### src/rtl/key_select.sv
// key_select: debounced push-button front end. Each key is synchronised and
// debounced in its own lane; press edges on exactly one key become selections
// held in a one-entry valid/ready register, and multi-key presses are rejected.

// Per-key lane: polarity fix, two-flop synchroniser, stable-state debouncer.
module key_select_lane #(
  parameter int DEBOUNCE_CYCLES = 16,
  parameter bit KEY_ACTIVE_LOW  = 1'b1,
  localparam int CW = $clog2(DEBOUNCE_CYCLES + 1)
) (
  input  logic clk,
  input  logic reset,
  input  logic key,
  output logic db
);
  logic          s1, s2;
  logic [CW-1:0] cnt;
  logic          p;

  assign p = KEY_ACTIVE_LOW ? ~key : key;

  // Two-flop synchroniser. It resets to "not pressed", so a key held across
  // reset is seen as a fresh press.
  always_ff @(posedge clk) begin
    if (reset) begin
      s1 <= 1'b0;
      s2 <= 1'b0;
    end else begin
      s1 <= p;
      s2 <= s1;
    end
  end

  // Accept a new level only after it has disagreed with db for
  // DEBOUNCE_CYCLES consecutive samples; any agreement restarts the count.
  always_ff @(posedge clk) begin
    if (reset) begin
      db  <= 1'b0;
      cnt <= '0;
    end else if (s2 == db) begin
      cnt <= '0;
    end else if (cnt == CW'(DEBOUNCE_CYCLES - 1)) begin
      db  <= s2;
      cnt <= '0;
    end else begin
      cnt <= cnt + CW'(1);
    end
  end
endmodule

module key_select #(
  parameter int NUM_KEYS        = 4,
  parameter int DEBOUNCE_CYCLES = 16,
  parameter bit KEY_ACTIVE_LOW  = 1'b1,
  localparam int IW = (NUM_KEYS > 1) ? $clog2(NUM_KEYS) : 1
) (
  input  logic                clk,
  input  logic                reset,
  input  logic [NUM_KEYS-1:0] key,
  output logic [NUM_KEYS-1:0] sel_onehot,
  output logic [IW-1:0]       sel_index,
  output logic                sel_valid,
  input  logic                sel_ready,
  output logic                any_pressed,
  output logic                multi_press,
  output logic                dropped
);
  typedef enum logic {EMPTY, FULL} state_t;

  state_t              state;
  logic [NUM_KEYS-1:0] db, db_prev, rise;
  logic                any_rise, single, ev;
  logic [IW-1:0]       ev_idx;

  genvar g;
  generate
    for (g = 0; g < NUM_KEYS; g++) begin : g_lane
      key_select_lane #(
        .DEBOUNCE_CYCLES (DEBOUNCE_CYCLES),
        .KEY_ACTIVE_LOW  (KEY_ACTIVE_LOW)
      ) u_lane (
        .clk   (clk),
        .reset (reset),
        .key   (key[g]),
        .db    (db[g])
      );
    end
  endgenerate

  // Previous debounced state for press-edge detection.
  always_ff @(posedge clk) begin
    if (reset) db_prev <= '0;
    else       db_prev <= db;
  end

  assign rise        = db & ~db_prev;
  assign any_rise    = |rise;
  // Exactly one key down: non-zero with a single bit set.
  assign single      = (db != '0) && ((db & (db - NUM_KEYS'(1))) == '0);
  assign ev          = any_rise & single;
  assign any_pressed = |db;
  assign sel_valid   = (state == FULL);

  // Index of the single pressed key (only meaningful when ev is high).
  always_comb begin
    ev_idx = '0;
    for (int i = 0; i < NUM_KEYS; i++)
      if (db[i]) ev_idx = IW'(i);
  end

  // Holding register: EMPTY/FULL with back-to-back reload on a same-cycle
  // consume, and one-cycle pulses for rejected or lost presses.
  always_ff @(posedge clk) begin
    if (reset) begin
      state       <= EMPTY;
      sel_onehot  <= '0;
      sel_index   <= '0;
      multi_press <= 1'b0;
      dropped     <= 1'b0;
    end else begin
      multi_press <= any_rise & ~single;
      dropped     <= 1'b0;
      case (state)
        EMPTY: begin
          if (ev) begin
            state      <= FULL;
            sel_onehot <= db;
            sel_index  <= ev_idx;
          end
        end
        FULL: begin
          if (sel_ready) begin
            if (ev) begin
              sel_onehot <= db;
              sel_index  <= ev_idx;
            end else begin
              state <= EMPTY;
            end
          end else if (ev) begin
            dropped <= 1'b1;
          end
        end
        default: state <= EMPTY;
      endcase
    end
  end
endmodule

### config.mk
export PLATFORM = sky130hd
export DESIGN_NAME = key_select
export DESIGN_NICKNAME = d
export VERILOG_FILES = /design/src/rtl/key_select.sv
export SDC_FILE = /design/constraint.sdc
export NUM_CORES = 1
export LEC_CHECK = 0
export ABC_CLOCK_PERIOD_IN_PS = 4100
export CAP_MARGIN = 30
export CELL_PAD_IN_SITES_DETAIL_PLACEMENT = 1
export CELL_PAD_IN_SITES_GLOBAL_PLACEMENT = 2
export CORE_ASPECT_RATIO = 0.75
export CORE_MARGIN = 1
export CORE_UTILIZATION = 45
export CTS_BUF_LIST = sky130_fd_sc_hd__clkbuf_8
export CTS_CLUSTER_DIAMETER = 200
export DETAILED_ROUTE_END_ITERATION = 7
export DONT_BUFFER_PORTS = 1
export GPL_ROUTABILITY_DRIVEN = 0
export PLACE_DENSITY_LB_ADDON = 0.1
export SKIP_CTS_REPAIR_TIMING = 1
export SLEW_MARGIN = 0
export SYNTH_ARGS = -nofsm -noshare
export SYNTH_HDL_FRONTEND = slang
export SYNTH_SLANG_ARGS = --single-unit
### constraint.sdc
create_clock -name clk -period 4.1 [get_ports clk]
set_input_delay 0.41 -clock clk [delete_from_list [all_inputs] [get_ports clk]]
set_output_delay 0.41 -clock clk [all_outputs]
set_load 0.03 [all_outputs]
* Word level (Yosys, flattened, before mapping)
Index checks and enable logic that the tools add are counted.
** Operators by class
- $lt $le $gt $ge :: 0
- Multiplexer cells :: 12
- Shift operators :: 0
- Divide/modulo/power cells :: 0
- $add $sub $neg :: 5
- Bitwise operators :: 15
- Reduce and logical (&&, ||, !) cells :: 14
- Multipliers :: 0
- Equality and inequality tests :: 9
** Operators with widths (count)
- $add 5x1->5 const B :: 4
- $eq 5x4->1 const B :: 4
- $reduce_or 3->1 :: 5
- $not 1->1 :: 10
- $and 4x4->4 :: 2
- $mux 2 :: 4
- $mux 4 :: 2
- $pmux 4 s2 :: 1
- $reduce_and 2->1 :: 4
- $reduce_or 4->1 :: 2
- $eq 1x1->1 :: 4
- $logic_not 4->1 :: 1
- $not 4->4 :: 1
- $pmux 2 s2 :: 1
- $reduce_bool 4->1 :: 1
- $sub 4x1->4 const B :: 1
- $mux 1 :: 3
- $and 1x1->1 :: 2
- $ne 2x2->1 const B :: 1
- $pmux 1 s2 :: 1
- $logic_and 1x1->1 :: 1
** Storage, ports and cells
- ROM bits :: 0
- Memories :: 0
- Logic and storage cells :: 77
- Input port bits :: 7
- Register bits :: 45
- Latch bits :: 0
- Bits in writable memories :: 0
- Output and inout port bits :: 10

* Depth between registers and ports, before layout
- Word-level depth :: 8
- Mapped depth :: 5

* By module
Synthesis repeated with hierarchy kept, for this count alone.
** Unflattened totals
- Cells, all modules :: 160
- Area total of the unflattened synthesis :: 1710.4 um2
** Modules (own cells, without submodules)
- key_select_lane :: area each 284.0 um2, cells each 27, times used 4
- key_select :: area each 574.3 um2, cells each 52, times used 1

* Worst setup path before layout
OpenSTA, ideal clock, no wires.
- Path kind :: flip-flop to flip-flop
- Start :: register g_lane[3].u_lane.db
- End :: register sel_onehot[0]
- Cell stages (with the launch flop) :: 6
- Path slack :: 2.560 ns
- Path buffers :: 1
- Period minus slack after synthesis :: 1.540 ns
- Data arrival time :: 1.419 ns
- Path through :: dfxtp_1 -> buf_6 -> xor2_1 -> a211oi_2 -> nor2_4 -> mux2_4
** Between the ends
- Longest elaborated chain between the ends :: 8
- Elaborated cells between the ends (all ways) :: 11
- Classes of those cells :: add/sub (1); mux (3); bitwise (3); reduce/logical (4)
** Ends and longest elaborated chain
- start: declaration :: line 14 : output logic db
- start signal: assignment :: line 38 : db <= 1'b0;
- start signal: assignment :: line 43 : db <= s2;
- $sub 4x1->4 :: line 99 : assign single = (db != '0) && ((db & (db - NUM_KEYS'(1))) == '0);
- $and 4x4->4 :: line 99
- $logic_not 4->1 :: line 99
- $logic_and 1x1->1 :: line 99
- $and 1x1->1 (*) :: line 100 : assign ev = any_rise & single;
- $mux 4 (*)
- $mux 4
- $pmux 4 s2 (*)
- end signal: assignment :: line 116 : sel_onehot <= '0;
- end signal: assignment :: line 127 : sel_onehot <= db;
- end signal: assignment :: line 134 : sel_onehot <= db;
- end: declaration :: line 60 : output logic [NUM_KEYS-1:0] sel_onehot,
Every way passes the cells marked *; elsewhere a longest branch is shown, timed or not. The select of a mux whose other input is x is not followed.
A chain may end at the register's enable or synchronous reset.

* Worst setup path after layout
- Start :: register g_lane[3].u_lane.db
- End :: register sel_onehot[1]
The elaborated chain is that of the path after synthesis.

==> impl_results.md <==
- DRC marker count from the first detailed-route iteration: 22
- First-pass GRT wire length: 4.94 mm
- Root Driver: clkbuf_8
- Pin count of the biggest net entering global routing: 30
- Layout cells sized above 1: 10.1%
- Clock transition at the registers of the reported paths: 80 ps
- Slowest-stage cell, CP: a211oi_2
- Setup TNS Final: 0 ps
- Final nets: 183
- Worst EP required: 4280 ps
- Grt ovf: 0
- Most common cell in the netlist: dfxtp_1
- GR Util All Layers: 16.7%
- Slew margin rel.: 62.4%
- Worst path top cell family by delay: compound AO/OA/AOI/OAI gates
- Clock Latency Late Sink: 300 ps
- Router iterations before antenna repair: 4
- Vias/cell: 4.80
- Outcome: complete, no violations
- Post-synth EDFFs: 0
- Max_cap viols: 0
- DRC: 0
- LEAKAGE: 0.732 nW
- TritonCTS clock tree: done
- Vias in the first global route: 1112
- Synth unique cells: 30
- Worst reg2reg endpoint: sel_onehot[1]
- Final min period: 1770 ps
- R2R depth: 4
- Crit path launch type: flop
- Io pins: 17
- Maximum clock path buffer count: 2
- Critical path startpoint: g_lane[3].u_lane.db
- DRT Wirelength: 2.96 mm
- WP buf/inv: 0
- RSZ-0062 raised after global routing: no
- Mapped Nets: 183
- Path length in cells of the critical path: 4
- Seq/Total Area, Yosys: 51.8%
- Critical path arrival: 1950 ps
- CP endpoint kind: flop
- Slew @ Worst Pin: 563 ps
- Area Overhead vs Synth: 7.77%
- WL per Instance: 13.4 µm
- Yosys top cell area share: 51.8%
- H-Tree Depth: 2
- CTS buffer count: 5
- Synth cell count leaders: dfxtp_1 (45), nor2_1 (33), nor2b_1 (13)
- Via Count: 1061
- R2R Setup Slk: 2330 ps
- Clock Skew: 7.85 ps
- Worst-path cell chain: xor2_1 > a211oi_2 > nor2_4 > mux2_4
- Worst Hold Class: in2reg
- CP Class: reg2reg
- Critical path's largest stage delay: 540 ps
- Fin. max-slew vios: 0
- Final setup violation count: 0
- Finished Layout Cells: 221
- FMAX: 565 MHz
- CP Max Fanout: 9
- Initial core utilization: 47.2%
- Number of instances in the placed design: 213
- Flops & latches, synth: 45
- Ys async rst share: 0%
- Die width: 73.8 µm
- Hold Violations, Final: 0
- Yosys warnings: 0
- Last element of the critical path: sel_onehot[1]
- Synth area leaders: dfxtp_1 (52%), nor2_1 (7.1%), ha_1 (5.8%), nor2b_1 (4.7%), xnor2_1 (4.0%)
- Avg Cell Area, Syn: 10.4 µm²
- ANT cells: 0
- Initial antenna violation count: 0
- Post-DRT Antenna Nets: 0
- Final critical-path share of the clock period: 43.2%
- Die ar.: 4120 µm²
- Cell count after synthesis: 168
- CTS Sinks: 45
- Worst vdd ir: 0.000217 V
- Die Y: 55.8 µm
- DP HPWL: 2.21 mm
- Port Buffers: 0
- R2R Path Start: g_lane[3].u_lane.db
- Cell area after technology mapping: 1740 µm²
- Core Region: 3680 µm²
- Commonest register cell after synthesis: dfxtp_1
- Pwr dens: 415 nW/µm²
- Hold path depth: 1
- Core Rows: 19
- Biggest area consumer among synthesized cells: dfxtp_1
-- through the flow --
| stage | util (%) | worst slack (ps) | total power (W) | hold slack, ps | area [µm²] |
|---|---|---|---|---|---|
| global placement | 47.8 | 2440 | 0.000461 | 422 | 1760 |
| global route | 50.9 | 2230 | 0.000817 | 138 | 1870 |
| detailed placement | 47.8 | 2340 | 0.000462 | 431 | 1760 |
| floorplan | - | 2560 | 0.000463 | 414 | 1740 |
| finish | 50.9 | 2330 | 0.000778 | 163 | 1870 |
| CTS | 50.9 | 2310 | 0.000790 | 151 | 1870 |
-- state kept, by name (all words and copies together) (netlist names), 2 cells and up --
register,count
g_lane.u_lane.db,4
sel_onehot,4
db_prev,4
g_lane.u_lane.s2,4
g_lane.u_lane.s1,4
g_lane.u_lane.cnt,20
sel_index,2
-- worst reg2reg max path, stage by stage, from the launching register on --
cell and delay [ps]:
dfxtp_1 520, xor2_1 150, a211oi_2 540, nor2_4 130
mux2_4 320
-- where the power goes --
group          internal [W]   total (W)  switching, W
sequential         0.000441    0.000444    0.00000252
combinational    0.00000390  0.00000757    0.00000366
clock              0.000180    0.000327      0.000146
total              0.000626    0.000778      0.000152
-- logic make-up after synthesis --
| kind of cell | Yosys count | share of synthesized area [%] |
|---|---|---|
| buffers and inverters | 18 | 4.75 |
| XOR/XNOR | 13 | 6.55 |
| adder cells (fa/ha/maj) | 8 | 5.76 |
| AND/OR/NAND/NOR | 67 | 19.9 |
| flip-flops | 45 | 51.8 |
| AO/OA/AOI/OAI | 9 | 5.47 |
| multiplexers | 8 | 5.76 |
-- cell usage in the layout (no fill, tap or decap), types with 4 or more instances in the layout --
master and instances:
dfxtp_1 45, nor2_1 33, nor2b_1 13, inv_1 12, xnor2_1 8, ha_1 8
nand3_1 5, xor2_1 5, clkbuf_8 5, and3_1 4, or3_1 4, mux2i_1 4
mux2_4 4
-- worst min path at each step --
| stage | startpoint | endpoint | slack (ps) |
|---|---|---|---|
| after floorplan | g_lane[0].u_lane.s1 | g_lane[0].u_lane.s2 | 410 |
| after global routing | key[3] | g_lane[3].u_lane.s1 | 140 |
| after CTS | key[1] | g_lane[1].u_lane.s1 | 150 |
| after detailed placement | g_lane[3].u_lane.s1 | g_lane[3].u_lane.s2 | 430 |
| after global placement | g_lane[0].u_lane.s1 | g_lane[0].u_lane.s2 | 420 |
| final | key[3] | g_lane[3].u_lane.s1 | 160 |
-- layout make-up --
type,instances,area (µm²)
Clock buffer,5,68.8
Clock inverter,3,42.5
Fill cell,417,1810
Inverter,11,41.3
Multi-Input combinational cell,105,756
Sequential cell,45,901
Tap cell,52,65.1
-- layer usage --
| metal | track usage, % | share of wire, % | up-vias |
|---|---|---|---|
| met4 | 6.59 | 1.6 | 0 |
| met5 | 0 | 0 | - |
| met1 | 19.4 | 47 | 488 |
| met2 | 26.2 | 45 | 19 |
| met3 | 8.15 | 6.4 | 8 |
| li1 | - | - | 546 |
No activity file was read; power rests on OpenSTA's default activity.
